===== src/rtl/addmod_opseq_pkg.sv =====
// Shared types and constants for the modular-adder operand sequencer.
// Word and address widths, the FSM state encoding and the command latency.
package addmod_opseq_pkg;

  localparam int WORD_SIZE = 64;
  localparam int ADDR_W    = 8;
  localparam int LATENCY   = 9;

  typedef logic [WORD_SIZE-1:0]   word_t;
  typedef logic [2*WORD_SIZE-1:0] dword_t;
  typedef logic [ADDR_W-1:0]      addr_t;

  typedef enum logic [3:0] {
    S_IDLE = 4'd0,
    S_RD0  = 4'd1,
    S_RD1  = 4'd2,
    S_RD2  = 4'd3,
    S_RD3  = 4'd4,
    S_RD4  = 4'd5,
    S_EXEC = 4'd6,
    S_WR0  = 4'd7,
    S_WR1  = 4'd8,
    S_DONE = 4'd9
  } state_t;

endpackage


===== src/rtl/addmod_opseq_if.sv =====
// Command, RAM and adder bus of the operand sequencer.
// slave is the sequencer's view, master the surrounding datapath's view.
interface addmod_opseq_if;
  import addmod_opseq_pkg::*;

  logic   start;
  addr_t  addr_a;
  addr_t  addr_b;
  addr_t  addr_d;
  logic   ready;
  logic   done;
  addr_t  ram_addr;
  logic   ram_we;
  word_t  ram_wdata;
  word_t  ram_rdata;
  dword_t add_a;
  dword_t add_b;
  dword_t add_res;

  modport slave (
    input  start, addr_a, addr_b, addr_d,
    input  ram_rdata, add_res,
    output ready, done,
    output ram_addr, ram_we, ram_wdata,
    output add_a, add_b
  );

  modport master (
    output start, addr_a, addr_b, addr_d,
    output ram_rdata, add_res,
    input  ready, done,
    input  ram_addr, ram_we, ram_wdata,
    input  add_a, add_b
  );

endinterface


===== src/rtl/addmod_opseq.sv =====
// Reads two double-word operands from RAM, feeds the external modular
// adder, and writes the registered sum back as two words.
module addmod_opseq
  import addmod_opseq_pkg::*;
(
  input  logic         clk,
  input  logic         rst,
  addmod_opseq_if.slave bus
);

  state_t state;
  addr_t  a_q;
  addr_t  b_q;
  addr_t  d_q;
  word_t  a_lo;
  word_t  a_hi;
  word_t  b_lo;
  word_t  b_hi;
  dword_t res_q;
  logic   ready_q;
  logic   done_q;
  addr_t  addr_q;
  logic   we_q;
  word_t  wdata_q;

  assign bus.ready     = ready_q;
  assign bus.done      = done_q;
  assign bus.ram_addr  = addr_q;
  assign bus.ram_we    = we_q;
  assign bus.ram_wdata = wdata_q;
  assign bus.add_a     = {a_hi, a_lo};
  assign bus.add_b     = {b_hi, b_lo};

  // Sequencer FSM; outputs are set on entry so each state sees them registered.
  always_ff @(posedge clk or posedge rst) begin
    if (rst) begin
      state   <= S_IDLE;
      a_q     <= '0;
      b_q     <= '0;
      d_q     <= '0;
      a_lo    <= '0;
      a_hi    <= '0;
      b_lo    <= '0;
      b_hi    <= '0;
      res_q   <= '0;
      ready_q <= 1'b1;
      done_q  <= 1'b0;
      addr_q  <= '0;
      we_q    <= 1'b0;
      wdata_q <= '0;
    end else begin
      unique case (state)
        S_IDLE: begin
          if (bus.start) begin
            a_q     <= bus.addr_a;
            b_q     <= bus.addr_b;
            d_q     <= bus.addr_d;
            addr_q  <= bus.addr_a;
            ready_q <= 1'b0;
            state   <= S_RD0;
          end
        end
        S_RD0: begin
          addr_q <= a_q + addr_t'(1);
          state  <= S_RD1;
        end
        S_RD1: begin
          a_lo   <= bus.ram_rdata;
          addr_q <= b_q;
          state  <= S_RD2;
        end
        S_RD2: begin
          a_hi   <= bus.ram_rdata;
          addr_q <= b_q + addr_t'(1);
          state  <= S_RD3;
        end
        S_RD3: begin
          b_lo  <= bus.ram_rdata;
          state <= S_RD4;
        end
        S_RD4: begin
          b_hi  <= bus.ram_rdata;
          state <= S_EXEC;
        end
        S_EXEC: begin
          res_q   <= bus.add_res;
          addr_q  <= d_q;
          we_q    <= 1'b1;
          wdata_q <= bus.add_res[WORD_SIZE-1:0];
          state   <= S_WR0;
        end
        S_WR0: begin
          addr_q  <= d_q + addr_t'(1);
          wdata_q <= res_q[2*WORD_SIZE-1:WORD_SIZE];
          state   <= S_WR1;
        end
        S_WR1: begin
          we_q   <= 1'b0;
          done_q <= 1'b1;
          state  <= S_DONE;
        end
        S_DONE: begin
          done_q  <= 1'b0;
          ready_q <= 1'b1;
          state   <= S_IDLE;
        end
        default: begin
          we_q    <= 1'b0;
          done_q  <= 1'b0;
          ready_q <= 1'b1;
          state   <= S_IDLE;
        end
      endcase
    end
  end

endmodule


===== src/flat_wrapper.sv =====
// flat-port wrapper written by rule: the top's interface ports become plain ports
module addmod_opseq_flat import addmod_opseq_pkg::*;
  (clk, rst, bus_start, bus_addr_a, bus_addr_b, bus_addr_d, bus_ram_rdata, bus_add_res, bus_ready, bus_done, bus_ram_addr, bus_ram_we, bus_ram_wdata, bus_add_a, bus_add_b);
  addmod_opseq_if bus_i ();
  input  logic clk;
  input  logic rst;
  input wire logic [$bits(bus_i.start)-1:0] bus_start;
  input wire logic [$bits(bus_i.addr_a)-1:0] bus_addr_a;
  input wire logic [$bits(bus_i.addr_b)-1:0] bus_addr_b;
  input wire logic [$bits(bus_i.addr_d)-1:0] bus_addr_d;
  input wire logic [$bits(bus_i.ram_rdata)-1:0] bus_ram_rdata;
  input wire logic [$bits(bus_i.add_res)-1:0] bus_add_res;
  output wire logic [$bits(bus_i.ready)-1:0] bus_ready;
  output wire logic [$bits(bus_i.done)-1:0] bus_done;
  output wire logic [$bits(bus_i.ram_addr)-1:0] bus_ram_addr;
  output wire logic [$bits(bus_i.ram_we)-1:0] bus_ram_we;
  output wire logic [$bits(bus_i.ram_wdata)-1:0] bus_ram_wdata;
  output wire logic [$bits(bus_i.add_a)-1:0] bus_add_a;
  output wire logic [$bits(bus_i.add_b)-1:0] bus_add_b;
  assign bus_i.start = bus_start;
  assign bus_i.addr_a = bus_addr_a;
  assign bus_i.addr_b = bus_addr_b;
  assign bus_i.addr_d = bus_addr_d;
  assign bus_i.ram_rdata = bus_ram_rdata;
  assign bus_i.add_res = bus_add_res;
  assign bus_ready = bus_i.ready;
  assign bus_done = bus_i.done;
  assign bus_ram_addr = bus_i.ram_addr;
  assign bus_ram_we = bus_i.ram_we;
  assign bus_ram_wdata = bus_i.ram_wdata;
  assign bus_add_a = bus_i.add_a;
  assign bus_add_b = bus_i.add_b;
  addmod_opseq u_core (.clk(clk), .rst(rst), .bus(bus_i));
endmodule

===== config.mk =====
export PLATFORM = sky130hd
export DESIGN_NAME = addmod_opseq_flat
export DESIGN_NICKNAME = d
export VERILOG_FILES = /design/src/rtl/addmod_opseq_pkg.sv /design/src/rtl/addmod_opseq_if.sv /design/src/rtl/addmod_opseq.sv /design/src/flat_wrapper.sv
export SDC_FILE = /design/constraint.sdc
export NUM_CORES = 1
export LEC_CHECK = 0
export ABC_CLOCK_PERIOD_IN_PS = 15500
export BUFFER_PORTS_ARGS = -buffer_cell sky130_fd_sc_hd__buf_2
export CAP_MARGIN = 10
export CORE_AREA = 2 2 217 219
export CTS_BUF_LIST = sky130_fd_sc_hd__clkbuf_4 sky130_fd_sc_hd__clkbuf_8
export DETAILED_ROUTE_END_ITERATION = 10
export DIE_AREA = 0 0 219 221
export PLACE_DENSITY = 0.7
export SYNTH_ARGS = -nofsm -noshare
export SYNTH_HDL_FRONTEND = slang
export SYNTH_SLANG_ARGS = --single-unit

===== constraint.sdc =====
create_clock -name clk -period 15.5 [get_ports clk]
set_input_delay 0.775 -clock clk [delete_from_list [all_inputs] [get_ports clk]]
set_output_delay 0.775 -clock clk [all_outputs]
set_load 0.01 [all_outputs]

# Yosys cells after proc, flatten, opt, wreduce, memory -nomap -nowiden
# Cells that the tools add are included.
op_classes:
  n_addsub: 3
  multipliers: 0
  n_div: 0
  magnitude_cmp: 0
  eq_ne: 10
  shifts: 0
  n_mux: 9
  bitwise_logic: 1
  reduce_logical: 9
op_table:
  columns: ["op", "n"]
  rows:
  - ["$pmux 64 s2", 1]
  - ["$pmux 8 s6", 1]
  - ["$pmux 4 s9", 1]
  - ["$add 8x1->8 const B", 3]
  - ["$reduce_or 8->1", 3]
  - ["$eq 4x3->1 const B", 4]
  - ["$eq 4x2->1 const B", 2]
  - ["$eq 4x4->1 const B", 2]
  - ["$mux 8", 1]
  - ["$pmux 1 s2", 3]
  - ["$reduce_and 2->1", 3]
  - ["$reduce_bool 6->1", 1]
  - ["$eq 4x1->1 const B", 1]
  - ["$logic_not 4->1", 1]
  - ["$mux 4", 1]
  - ["$ne 2x2->1 const B", 1]
  - ["$reduce_bool 2->1", 1]
  - ["$mux 1", 1]
  - ["$not 1->1", 1]
totals:
  regBits: 487
  latchBits: 0
  ram_bits: 0
  mem_bits_ro: 0
  inputBits: 219
  out_inout_bits: 331
  elab_cells: 46
  memories: 0

# Logic depth before layout (Yosys ltp)
# Gate-level depths: netlist of run 1.
depth:
  ltp_word: 4
  mapped_depth: 10
  mapped_depth_nobuf: 8

# Least setup slack after synthesis of run 1
# No wires, ideal clock.
synth_timing:
  path_type: "flip-flop to flip-flop"
  from: "reg u_core.state[0]"
  to: "reg u_core.addr_q[4] (netlist: u_core.bus.ram_addr[4])"
  setup_time_ns: 0.126
  arrival_ns: 1.800
  t_required_ns: 15.374
  slack_ns: 13.573
  stages_incl_launch_ff: 10
  n_path_buf: 2
  period_less_slack_ns: 1.927
  cell_sequence: "dfrtp_1 buf_4 nand3b_4 buf_2 o21ai_0 ha_1 nand3_1 xor2_1 a21oi_1 a221o_1"
synth_via:
  elab_chain_len: 3
  elab_cells_between_ends: 10
  classes_between: "eq/ne (6); mux (1); reduce/logical (3)"
synth_lines:
  columns: ["element", "line_no", "rtl"]
  rows:
  - ["start, declared", "addmod_opseq.sv:11", "state_t state;"]
  - ["start signal, assigned", "addmod_opseq.sv:37", "state <= S_IDLE;"]
  - ["start signal, assigned", "addmod_opseq.sv:60", "state <= S_RD0;"]
  - ["start signal, assigned", "addmod_opseq.sv:65", "state <= S_RD1;"]
  - ["$eq 4x1->1, or another cell as far along", "addmod_opseq.sv:52", "unique case (state)"]
  - ["$reduce_bool 6->1 (no source line) or $ne 2x2->1 (tied branches)", null, null]
  - ["$reduce_and 2->1 (no source line)", null, null]
  - ["end signal, assigned", "addmod_opseq.sv:58", "addr_q <= bus.addr_a;"]
  - ["end signal, assigned", "addmod_opseq.sv:64", "addr_q <= a_q + addr_t'(1);"]
  - ["end signal, assigned", "addmod_opseq.sv:69", "addr_q <= b_q;"]
  - ["end, declared", "addmod_opseq.sv:22", "addr_t addr_q;"]
# Parallel ways exist; a longest one is shown, timed or not.
# A chain may end at the register's enable or synchronous reset.

# Final worst setup path of run 1
layout_timing:
  from: "reg u_core.state[1]"
  to: "reg u_core.a_hi[60]"
layout_via:
  elab_chain_len: 1
layout_lines:
  columns: ["element", "line_no", "rtl"]
  rows:
  - ["$eq 4x2->1", "addmod_opseq.sv:52", null]
  - ["end signal, assigned", "addmod_opseq.sv:73", "a_hi <= bus.ram_rdata;"]
  - ["end, declared", "addmod_opseq.sv:16", "word_t a_hi;"]
# No other way between the ends.

==> impl_summary.log, run 1 <==
INFO  metric min_period = 3.06 ns
INFO  metric placement_rows = 79
INFO  metric worstHoldPathType = input port to flop
INFO  metric die_area = 0.0484 mm²
INFO  metric fin_tns_setup = 0 ns
INFO  metric cp_max_fo = 44
INFO  metric worst_ep_required_time = 16.03 ns
INFO  metric global_route.usage.total = 18.8%
INFO  metric dr.pass1.iters = 4
INFO  metric timing.final.max_slew_violations = 0
INFO  metric postSynthCellCount = 1,158
INFO  metric maximum_vdd_drop = 0.124 mV
INFO  metric setup.worst_path.end_class = flop
INFO  metric routed_wirelength = 46,100 µm
INFO  metric synth_seq_cells = 423
INFO  metric synth_seq_area_share = 62.5%
INFO  metric mostFrequentLayoutCells = sky130_fd_sc_hd__buf_2, sky130_fd_sc_hd__dfrtp_1, sky130_fd_sc_hd__mux2_2, sky130_fd_sc_hd__clkbuf_8, sky130_fd_sc_hd__nand2_1
INFO  metric crit-reg2reg-launch = u_core.state[1]
INFO  metric layout.core_utilization = 47.2%
INFO  metric portBuffers = 549
INFO  metric worstSetupPathType = flop to flop
INFO  metric final_nets = 1,950
INFO  metric die_boundary_width = 219 µm
INFO  metric powerDensity = 232 mW/mm²
INFO  metric cts_root_buffer = sky130_fd_sc_hd__clkbuf_8
INFO  metric place_inst = 2,261
INFO  metric placed_area = 0.0202 mm²
INFO  metric timing.slew.headroom = 21.7%
INFO  metric dp_hpwl = 32,800 µm
INFO  metric cts_tree = built
INFO  metric cts-root-to-sink-buffers = 3
INFO  metric timing_hold_violations_final = 0
INFO  metric overflow = 0
INFO  metric gp_routability_congestion = 0.842
INFO  metric power_leakage = 10.7 nW
INFO  metric routed_wire_length_per_instance = 19.2 µm
INFO  metric ys.warnings.count = 0
INFO  metric path_clk_slew = 0.06 ns
INFO  metric tritoncts.num_buffers = 74
INFO  metric tritoncts_num_sinks = 423
INFO  metric mostFrequentLayoutCell = sky130_fd_sc_hd__buf_2
INFO  metric cts.htree.levels = 3
INFO  metric post_drt_antenna_nets = 0
INFO  metric first_iter_violations = 633
INFO  metric layout_worst_path_cycle_share = 19.7%
INFO  metric setup.worst_path.start_class = flop
INFO  metric setup_viol_count_final = 0
INFO  metric fmaxAchievable = 327 MHz
INFO  metric postCtsSetupRepairBufs = 0
INFO  metric startpoint = u_core.state[1]
INFO  metric pin_count_of_the_biggest_net_entering_global_routing = 140
INFO  metric hold_buffers = 0
INFO  metric cts_resized = 0
INFO  metric syn_to_final_growth = 28.5%
INFO  metric final_cell_area = 0.0218 mm²
INFO  metric clock-skew-final = 0.0238 ns
INFO  metric synth_nets = 1,378
INFO  metric core = 0.0461 mm²
INFO  metric wire_length_of_the_first_global_routing_pass = 69,700 µm
INFO  metric synth_cell_type_count = 47
INFO  metric timing_worst_slew_pin_value = 1.17 ns
INFO  metric timing.hold.worst.start = bus_addr_d[4]
INFO  metric maxCapViolCount = 0
INFO  metric rsz0062_at_grt = false
INFO  metric antenna_found_initial = 20
INFO  metric die_y = 221 µm
INFO  metric outcome = finished, final reports clean
INFO  metric syn_area = 0.0169 mm²
INFO  metric data_arrival_critical_path = 3.59 ns
INFO  metric grt_pass1_vias = 11,866
INFO  metric pin_count = 550
INFO  metric worst_skew_pair.late_latency = 0.64 ns
INFO  metric synth_area_per_cell = 14.6 µm²
INFO  metric routed-via-count = 11,531
INFO  metric final_standard_cell_count_with_taps_included_and_fillers_excluded = 2,397
INFO  metric post_route_cells_drive_above_1_share = 56.6%
INFO  metric initial_core_util = 36.8%
INFO  metric route.detailed.drc = 0
INFO  metric detail_route.vias_per_cell = 4.81
metrics by stage:
step / total power (W) / worst slack [ns] / hold WS (ns)
finish: 0.00504 / 12.44 / 0.364
global route: 0.00537 / 12.23 / 0.312
CTS: 0.00511 / 12.42 / 0.283
detailed placement: 0.00400 / 11.92 / 0.466
global placement: 0.00392 / 12.00 / 0.457
floorplan: 0.00322 / 2.95 / 0.480
state kept, by name (all words and copies together) (netlist names), 4 cells and up:
signal                count
u_core.bus.ram_wdata     64
u_core.a_hi              64
u_core.b_hi              64
u_core.bus.ram_addr       8
u_core.b_q                8
u_core.b_lo              64
u_core.state              4
u_core.d_q                8
u_core.a_q                8
u_core.a_lo              64
u_core.res_q             64
power breakdown:
part	total (W)	internal (W)	switching (W)
Combinational	0.00196	0.000961	0.000997
Sequential	0.00200	0.00168	0.000321
Clock	0.00108	0.000618	0.000461
Total	0.00504	0.00326	0.00178
layer usage:
metal	share of wire [%]	track usage (%)
met5	0.40	0
met4	3.7	9.46
met3	8.3	6.78
met2	48	30.1
met1	39	22.3
path summary, 6_finish.rpt:
path	endpoint	slack, ns	cells after the start
worst max-delay path	u_core.a_hi[60]	12.44	4
worst min-delay path	u_core.d_q[4]	0.36	2
worst max register to register	u_core.a_hi[60]	12.44	4
worst min register to register	u_core.bus.ram_wdata[14]	0.47	2
max in group asynchronous	u_core.res_q[101]	12.76	4
min in group asynchronous	u_core.a_lo[58]	0.37	2
critical path, stage by stage, from the launching register on:
cell                       delay (ns)
sky130_fd_sc_hd__dfrtp_1         0.79
sky130_fd_sc_hd__nand3b_4        0.31
sky130_fd_sc_hd__nor2_4          0.69
sky130_fd_sc_hd__buf_4           0.67
sky130_fd_sc_hd__mux2_2          0.42
final cells by class:
cell class | instances | area [µm²]
timing repair buffer | 563 | 2850
multi-input combinational | 661 | 5930
antenna | 6 | 15.0
tap | 607 | 759
fill | 4150 | 24300
clock inverter | 18 | 159
sequential | 423 | 10600
inverter | 7 | 33.8
clock buffer | 112 | 1420
synthesized netlist by cell type (all sizes together):
cell type,count,area [µm²]
a211oi,1,7.51
a21oi,11,55.1
a221o,1,10.0
a221oi,2,17.5
a222oi,3,30.0
a22o,1,8.76
a31oi,4,25.0
a32o,1,10.0
and2,2,12.5
and3b,1,8.76
buf,53,363
clkbuf,14,52.6
dfrtp,422,10600
dfstp,1,26.3
ha,1,12.5
inv,7,26.3
mux2,348,3920
mux2i,70,701
nand2,81,304
nand2b,3,21.3
nand3,3,15.0
nand3b,2,27.5
nand4,1,6.26
nand4b,2,17.5
nor2,15,63.8
nor2b,5,31.3
nor3,7,56.3
nor3b,2,15.0
nor4,2,12.5
o21ai,75,375
o21bai,2,18.8
o221ai,4,35.0
o22ai,2,12.5
o32ai,1,8.76
or3,1,6.26
xnor2,4,35.0
xor2,3,26.3
cells by family (layout without fill, tap and decap cells):
| kind of cell | count (synthesis) | count (layout) | synth area share, % |
|---|---|---|---|
| xor gates and xnor gates | 7 | 7 | 0.362 |
| other | 0 | 6 | 0 |
| AOI/OAI and AO/OA | 108 | 108 | 3.63 |
| buffers and inverters | 74 | 700 | 2.61 |
| DFF | 423 | 423 | 62.5 |
| and+or+nand+nor | 127 | 127 | 3.53 |
| adders and majority gates | 1 | 1 | 0.0739 |
| muxes | 418 | 418 | 27.3 |
No activity file was read; power rests on OpenSTA's default activity.
==> inputs of run 2 (changes only) <==
- ABC_CLOCK_PERIOD_IN_PS: 15500 -> 2500
- CORE_AREA: 2 2 217 219 -> 2 2 215 217
- DIE_AREA: 0 0 219 221 -> 0 0 217 219
- PLACE_DENSITY: 0.7 -> 0.73
- clock period: 15.5 -> 2.5 ns (I/O delays scaled with it)
==> run 2 against run 1 <==
  * Flip-flop and latch count is the same
  * Core utilization grew 6.7 points
  * Via count grew 12%
  * Register-to-register slack lost 12 ns
  * Clock power grew to 6.1 times the previous value
  * Clock-buffer cell count grew 7
  * Critical path depth grew 3
  * Worst setup slack lost 12 ns
  * Worst hold slack lost 0.25 ns
  * Critical endpoint is now u_core.bus.ram_addr[4]
  * Largest cell class unchanged
  * Highest routed layer unchanged
==> impl_summary.log, run 2 (synthesis gave the netlist of run 1 again) <==
INFO  metric cts_root_buffer = sky130_fd_sc_hd__clkbuf_8 (unchanged)
INFO  metric gp_routability_congestion = 0.854 (was 0.842)
INFO  metric mostFrequentLayoutCell = sky130_fd_sc_hd__buf_2 (unchanged)
INFO  metric portBuffers = 549 (unchanged)
INFO  metric routed-via-count = 12,898 (was 11,531)
INFO  metric internal_power = 0.0207 W (was 0.00326 W)
INFO  metric pin_count = 550 (unchanged)
INFO  metric syn_to_final_growth = 43.6% (was 28.5%)
INFO  metric maximum_vdd_drop = 0.814 mV (was 0.124 mV)
INFO  metric p_seq_share = 38.6% (was 39.7%)
INFO  metric antenna_found_initial = 10 (was 20)
INFO  metric worst_case_setup_slack_after_placement = 0.348 ns (was 11.92 ns)
INFO  metric busiest_layer = met2 (unchanged)
INFO  metric layout_worst_path_cycle_share = 87.2% (was 19.7%)
INFO  metric final_nets = 2,196 (was 1,950)
INFO  metric outcome = finished, final reports clean (unchanged)
INFO  metric detail_route.vias_per_cell = 4.89 (was 4.81)
INFO  metric cts.htree.levels = 3 (unchanged)
INFO  metric layout.core_utilization = 53.9% (was 47.2%)
INFO  metric first_iter_violations = 801 (was 633)
INFO  metric routed_wirelength = 52,700 µm (was 46,100 µm)
INFO  metric timing.slew.headroom = 56.3% (was 21.7%)
INFO  metric die_y = 219 µm (was 221 µm)
INFO  metric worstRegToRegCells = 7 (was 4)
INFO  metric worstHoldPathType = input port to async pin (was input port to flop)
INFO  metric cp_max_fo = 14 (was 44)
INFO  metric dp_hpwl = 35,000 µm (was 32,800 µm)
INFO  metric final_cell_area = 0.0243 mm² (was 0.0218 mm²)
INFO  metric switchingPower = 0.0115 W (was 0.00178 W)
INFO  metric num-fill-cells = 3,665 (was 4,150)
INFO  metric setup.worst_path.start_class = flop (unchanged)
INFO  metric grt_pass1_vias = 14,057 (was 11,866)
INFO  metric cts_resized = 0 (unchanged)
INFO  metric dr.pass1.iters = 5 (was 4)
INFO  metric clock-skew-final = 0.0309 ns (was 0.0238 ns)
INFO  metric power_leakage = 11.8 nW (was 10.7 nW)
INFO  metric global_route.usage.total = 22.0% (was 18.8%)
INFO  metric gr-usage-met3 = 7.79% (was 6.78%)
INFO  metric rsz0062_at_grt = false (unchanged)
INFO  metric tritoncts.num_buffers = 73 (was 74)
INFO  metric initial_core_util = 37.6% (was 36.8%)
INFO  metric gr-usage-met2 = 38.0% (was 30.1%)
INFO  metric post_drt_antenna_nets = 0 (unchanged)
INFO  metric route.detailed.drc = 0 (unchanged)
INFO  metric maxCapViolCount = 0 (unchanged)
INFO  metric worst_skew_pair.late_latency = 0.63 ns (was 0.64 ns)
INFO  metric setup_viol_count_final = 0 (unchanged)
INFO  metric globalRouteMet1Util = 24.3% (was 22.3%)
INFO  metric worstSetupPathType = flop to flop (unchanged)
INFO  metric post_route_cells_drive_above_1_share = 51.1% (was 56.6%)
INFO  metric timing.final.max_slew_violations = 0 (unchanged)
INFO  metric data_arrival_critical_path = 2.68 ns (was 3.59 ns)
INFO  metric powerDensity = 1320 mW/mm² (was 232 mW/mm²)
INFO  metric p_sw_share = 35.7% (was 35.3%)
INFO  metric crit-reg2reg-launch = u_core.state[0] (was u_core.state[1])
INFO  metric worst_ep_required_time = 3.00 ns (was 16.03 ns)
INFO  metric die_boundary_width = 217 µm (was 219 µm)
INFO  metric placement_rows = 78 (was 79)
INFO  metric place_inst = 2,283 (was 2,261)
INFO  metric mostFrequentLayoutCells = sky130_fd_sc_hd__buf_2, sky130_fd_sc_hd__dfrtp_1, sky130_fd_sc_hd__mux2_2, sky130_fd_sc_hd__dlygate4sd3_1, sky130_fd_sc_hd__clkbuf_8 (was sky130_fd_sc_hd__buf_2, sky130_fd_sc_hd__dfrtp_1, sky130_fd_sc_hd__mux2_2, sky130_fd_sc_hd__clkbuf_8, sky130_fd_sc_hd__nand2_1)
INFO  metric routed_wire_length_per_instance = 20.0 µm (was 19.2 µm)
INFO  metric path_clk_slew = 0.06 ns (about the same)
INFO  metric placed_area = 0.0206 mm² (was 0.0202 mm²)
INFO  metric die_area = 0.0475 mm² (was 0.0484 mm²)
INFO  metric pin_count_of_the_biggest_net_entering_global_routing = 105 (was 140)
INFO  metric timing_hold_violations_final = 0 (unchanged)
INFO  metric final_standard_cell_count_with_taps_included_and_fillers_excluded = 2,635 (was 2,397)
INFO  metric overflow = 0 (unchanged)
INFO  metric cts_tree = built (unchanged)
INFO  metric tritoncts_num_sinks = 423 (unchanged)
INFO  metric multiInputGateArea = 0.00593 mm² (unchanged)
INFO  metric postCtsSetupRepairBufs = 0 (unchanged)
INFO  metric setup_slack = 0.320 ns (was 12.44 ns)
INFO  metric timing_worst_slew_pin_value = 0.655 ns (was 1.17 ns)
INFO  metric reg2reg_slack = 0.32 ns (was 12.44 ns)
INFO  metric sequential_cell_area = 0.0106 mm² (unchanged)
INFO  metric fmaxAchievable = 459 MHz (was 327 MHz)
INFO  metric holdWs = 0.114 ns (was 0.364 ns)
INFO  metric setup.worst_path.end_class = flop (unchanged)
INFO  metric core = 0.0451 mm² (was 0.0461 mm²)
INFO  metric min_period = 2.18 ns (was 3.06 ns)
INFO  metric pwr-share-comb = 41.0% (was 38.9%)
INFO  metric r2r_end = u_core.bus.ram_addr[4] (was u_core.a_hi[60])
INFO  metric clkPwrFrac = 20.4% (was 21.4%)
INFO  metric wire_length_of_the_first_global_routing_pass = 80,600 µm (was 69,700 µm)
INFO  metric cts-root-to-sink-buffers = 3 (unchanged)
## run 2: changes by cell type in the layout (fill, tap and decap cells not counted)
cell                            change
sky130_fd_sc_hd__buf_12            +17
sky130_fd_sc_hd__clkbuf_4           +3
sky130_fd_sc_hd__dlygate4sd3_1    +218
sky130_fd_sc_hd__clkbuf_8           +4
sky130_fd_sc_hd__clkinv_2           -6
sky130_fd_sc_hd__inv_8              -1
sky130_fd_sc_hd__bufinv_16          -2
sky130_fd_sc_hd__inv_6              -2
sky130_fd_sc_hd__buf_4             +12
sky130_fd_sc_hd__diode_2            +2
## run 2: what timing repair did
action                                  in CTS  in global routing
endpoints found under the hold margin      610                  0
endpoints found under the setup margin       0                  0
hold buffers                               218                  0
## run 2: worst max path at each step
stage          slack, ns             from                     end
6_report            0.32  u_core.state[0]  u_core.bus.ram_addr[4]
5_1_grt             0.12  u_core.state[0]  u_core.bus.ram_addr[4]
4_1_cts             0.33  u_core.state[0]  u_core.bus.ram_addr[4]
3_3_place_gp        0.33  u_core.state[0]  u_core.bus.ram_addr[4]
2_1_floorplan      -3.33              rst          u_core.a_hi[0]
3_5_place_dp        0.35  u_core.state[0]  u_core.bus.ram_addr[4]
## run 2: cell type report
class | count | area share [%]
flip-flops and latches | 423 | 43.5
multi-input cells | 661 | 24.4
clock inverters | 7 | 0.180
clock buffers | 119 | 6.14
repair buffers | 810 | 22.5
well taps | 600 | 3.09
diodes | 8 | 0.0823
inverters | 7 | 0.123
## run 2: power by group through the flow
stage | Combinational [W] | Clock (W) | Sequential, W
after floorplan | 0.00657 | 0 | 0.0134
after global placement | 0.0126 | 0 | 0.0122
after detailed placement | 0.0129 | 0 | 0.0124
after CTS | 0.0132 | 0.00673 | 0.0123
after global routing | 0.0143 | 0.00707 | 0.0128
final | 0.0132 | 0.00657 | 0.0124
## run 2: layer usage
layer  wire length [µm]  vias up
li1                   -     5758
met4               1840        6
met5                 37        -
met1              20000     6474
met3               4750      109
met2              26100      551
## run 2: per-stage QoR
step,power [W],setup TNS [ns]
floorplan,0.0200,-1407.71
global placement,0.0248,0
detailed placement,0.0253,0
CTS,0.0323,0
global route,0.0341,0
finish,0.0322,0
## run 2: worst max-delay path, cell delays in order (launching register included)
cell	delay [ns]
sky130_fd_sc_hd__dfrtp_1	0.60
sky130_fd_sc_hd__nand3b_4	0.23
sky130_fd_sc_hd__o21ai_0	0.29
sky130_fd_sc_hd__ha_1	0.30
sky130_fd_sc_hd__nand3_1	0.12
sky130_fd_sc_hd__xor2_1	0.14
sky130_fd_sc_hd__a21oi_1	0.08
sky130_fd_sc_hd__a221o_1	0.32
==> inputs of run 3 (changes only) <==
- ABC_CLOCK_PERIOD_IN_PS: 2500 -> 1990
- clock period: 2.5 -> 1.99 ns (I/O delays scaled with it)
==> run 3 against run 2 <==
  * Register-to-register slack lost 0.24 ns
  * Critical path type unchanged
  * Critical endpoint is now u_core.bus.ram_wdata[28]
  * Core utilization grew 1.0 points
  * Clock-buffer cell count shrank 6
==> impl_summary.log, run 3 (synthesis gave the netlist of run 1 again) <==
INFO  metric outcome = finished, final reports clean (unchanged)
INFO  metric maxCapViolCount = 0 (unchanged)
INFO  metric tritoncts_num_sinks = 423 (unchanged)
INFO  metric worstRegToRegCells = 6 (was 7)
INFO  metric die_boundary_width = 217 µm (unchanged)
INFO  metric route.detailed.drc = 0 (unchanged)
INFO  metric path_clk_slew = 0.06 ns (about the same)
INFO  metric cts_tree = built (unchanged)
INFO  metric placement_rows = 78 (unchanged)
INFO  metric crit-reg2reg-launch = u_core.state[2] (was u_core.state[0])
INFO  metric pin_count = 550 (unchanged)
INFO  metric worstPathCellList = buf_4 -> nand4b_1 -> buf_12 -> buf_4 -> mux2i_1 -> o21ai_0 (was nand3b_4 -> o21ai_0 -> ha_1 -> nand3_1 -> xor2_1 -> a21oi_1 -> a221o_1)
INFO  metric fmaxAchievable = 524 MHz (was 459 MHz)
INFO  metric antenna_found_initial = 10 (unchanged)
INFO  metric min_period = 1.91 ns (was 2.18 ns)
INFO  metric grt_pass1_vias = 14,309 (was 14,057)
INFO  metric core = 0.0451 mm² (unchanged)
INFO  metric worstSetupPathType = flop to flop (unchanged)
INFO  metric worst_skew_pair.late_latency = 0.65 ns (was 0.63 ns)
INFO  metric cts.htree.levels = 3 (unchanged)
INFO  metric layout.core_utilization = 55.0% (was 53.9%)
INFO  metric overflow = 0 (unchanged)
INFO  metric rsz0062_at_grt = false (unchanged)
INFO  metric die_y = 219 µm (unchanged)
INFO  metric num-fill-cells = 3,601 (was 3,665)
INFO  metric portBuffers = 549 (unchanged)
INFO  metric tritoncts.num_buffers = 71 (was 73)
INFO  metric post_route_cells_drive_above_1_share = 52.0% (was 51.1%)
INFO  metric routed_wirelength = 53,900 µm (was 52,700 µm)
INFO  metric setup_slack = 0.0826 ns (was 0.320 ns)
INFO  metric worstHoldPathType = input port to flop (was input port to async pin)
INFO  metric global_route.usage.total = 22.4% (was 22.0%)
INFO  metric placed_area = 0.0210 mm² (was 0.0206 mm²)
INFO  metric worst_path_max_delay_cell = sky130_fd_sc_hd__dfrtp_2 (was sky130_fd_sc_hd__dfrtp_1)
INFO  metric gp_routability_congestion = 0.877 (was 0.854)
INFO  metric die_area = 0.0475 mm² (unchanged)
INFO  metric timing_hold_violations_final = 0 (unchanged)
INFO  metric final_nets = 2,228 (was 2,196)
INFO  metric mostFrequentLayoutCell = sky130_fd_sc_hd__buf_2 (unchanged)
INFO  metric cp_max_fo = 12 (was 14)
INFO  metric initial_core_util = 37.6% (unchanged)
INFO  metric path_common_cell = sky130_fd_sc_hd__buf_4
INFO  metric first_iter_violations = 701 (was 801)
INFO  metric layout_worst_path_cycle_share = 95.8% (was 87.2%)
INFO  metric startpoint = u_core.state[2] (was u_core.state[0])
INFO  metric timing_worst_slew_pin_value = 0.455 ns (was 0.655 ns)
INFO  metric setup.worst_path.end_class = flop (unchanged)
INFO  metric dp_hpwl = 36,100 µm (was 35,000 µm)
INFO  metric mostFrequentLayoutCells = sky130_fd_sc_hd__buf_2, sky130_fd_sc_hd__dfrtp_1, sky130_fd_sc_hd__mux2_2, sky130_fd_sc_hd__dlygate4sd3_1, sky130_fd_sc_hd__clkbuf_8 (unchanged)
INFO  metric timing.slew.headroom = 69.7% (was 56.3%)
INFO  metric cts-root-to-sink-buffers = 3 (unchanged)
INFO  metric clock-skew-final = 0.0316 ns (was 0.0309 ns)
INFO  metric timing.hold.worst.start = bus_add_res[70]
INFO  metric timing.final.max_slew_violations = 0 (unchanged)
INFO  metric worst_case_setup_slack_after_placement = 0.0449 ns (was 0.348 ns)
INFO  metric post_drt_antenna_nets = 0 (unchanged)
INFO  metric pin_count_of_the_biggest_net_entering_global_routing = 81 (was 105)
INFO  metric powerDensity = 1670 mW/mm² (was 1320 mW/mm²)
INFO  metric timing.hold.worst_path_depth = 3
INFO  metric worst_ep_required_time = 2.50 ns (was 3.00 ns)
INFO  metric routed-via-count = 13,012 (was 12,898)
INFO  metric critical_path.max_stage_delay = 0.46 ns (was 0.60 ns)
INFO  metric setup_viol_count_final = 0 (unchanged)
INFO  metric final_cell_area = 0.0248 mm² (was 0.0243 mm²)
INFO  metric setup.worst_path.start_class = flop (unchanged)
INFO  metric power_leakage = 12.0 nW (was 11.8 nW)
INFO  metric detail_route.vias_per_cell = 4.88 (was 4.89)
INFO  metric maximum_vdd_drop = 1.31 mV (was 0.814 mV)
INFO  metric wire_length_of_the_first_global_routing_pass = 81,900 µm (was 80,600 µm)
INFO  metric routed_wire_length_per_instance = 20.2 µm (was 20.0 µm)
INFO  metric dr.pass1.iters = 5 (unchanged)
INFO  metric cts_root_buffer = sky130_fd_sc_hd__clkbuf_8 (unchanged)
INFO  metric syn_to_final_growth = 46.3% (was 43.6%)
INFO  metric data_arrival_critical_path = 2.42 ns (was 2.68 ns)
run 3: cell types whose count changed in the layout (fill, tap and decap cells not counted), moves of 2 or more:
cell | before | now
sky130_fd_sc_hd__inv_8 | 0 | 2
sky130_fd_sc_hd__o21ai_0 | 74 | 72
sky130_fd_sc_hd__buf_12 | 17 | 30
sky130_fd_sc_hd__clkbuf_4 | 23 | 21
sky130_fd_sc_hd__bufinv_16 | 0 | 2
sky130_fd_sc_hd__diode_2 | 8 | 5
sky130_fd_sc_hd__o21ai_1 | 1 | 3
sky130_fd_sc_hd__buf_4 | 26 | 44
sky130_fd_sc_hd__clkbuf_8 | 96 | 92
run 3: area by class of cell:
class	count	area, µm²	share of cell area [%]
multi-input cells	661	5940	24.0
clock buffers	113	1420	5.75
clock inverters	11	128	0.515
repair buffers	844	5910	23.8
well taps	600	751	3.03
flip-flops and latches	423	10600	42.7
inverters	7	30.0	0.121
diodes	5	12.5	0.0505
run 3: layer usage:
layer	track usage [%]	up-vias	share of wire, %
li1	-	5819	-
met2	39.5	548	51
met5	0	-	0.089
met4	7.79	8	2.8
met1	25.1	6527	38
met3	7.93	110	8.3
run 3: power by group:
| part | total, W | internal, W | switching (W) |
|---|---|---|---|
| registers | 0.0156 | 0.0131 | 0.00250 |
| clock network | 0.00837 | 0.00481 | 0.00355 |
| logic | 0.0174 | 0.00878 | 0.00867 |
| total | 0.0414 | 0.0267 | 0.0147 |
run 3: path summary, 6_finish.rpt:
path / slack [ns] / endpoint
max: 0.08 / u_core.bus.ram_wdata[28]
min: 0.24 / u_core.res_q[70]
max reg2reg: 0.08 / u_core.bus.ram_wdata[28]
min reg2reg: 0.48 / u_core.b_lo[0]
max in group asynchronous: 0.47 / u_core.state[2]
min in group asynchronous: 0.64 / u_core.b_lo[29]
run 3: worst max-delay path, delay by kind of cell (launching register included):
| family | cells | cell delay, ns |
|---|---|---|
| buf+inv | 3 | 0.65 |
| flops | 1 | 0.46 |
| mux | 1 | 0.14 |
| simple gates | 1 | 0.27 |
| compound gates | 1 | 0.26 |
run 3: through the flow:
step	hold WS (ns)	total power, W	instances	TNS (ns)
floorplan	0.234	0.0251	1158	-1612.66
global placement	0.130	0.0318	2312	0
finish	0.240	0.0414	2664	0
global route	0.198	0.0438	2662	0
detailed placement	0.130	0.0324	2312	0
CTS	0.169	0.0413	2655	0
run 3: repair_timing:
action / CTS / global route
setup endpoints to repair: 0 / 17
gates resized for setup: 0 / 7
setup buffers: 0 / 3
hold buffers: 219 / 0
endpoints found under the hold margin: 705 / 0
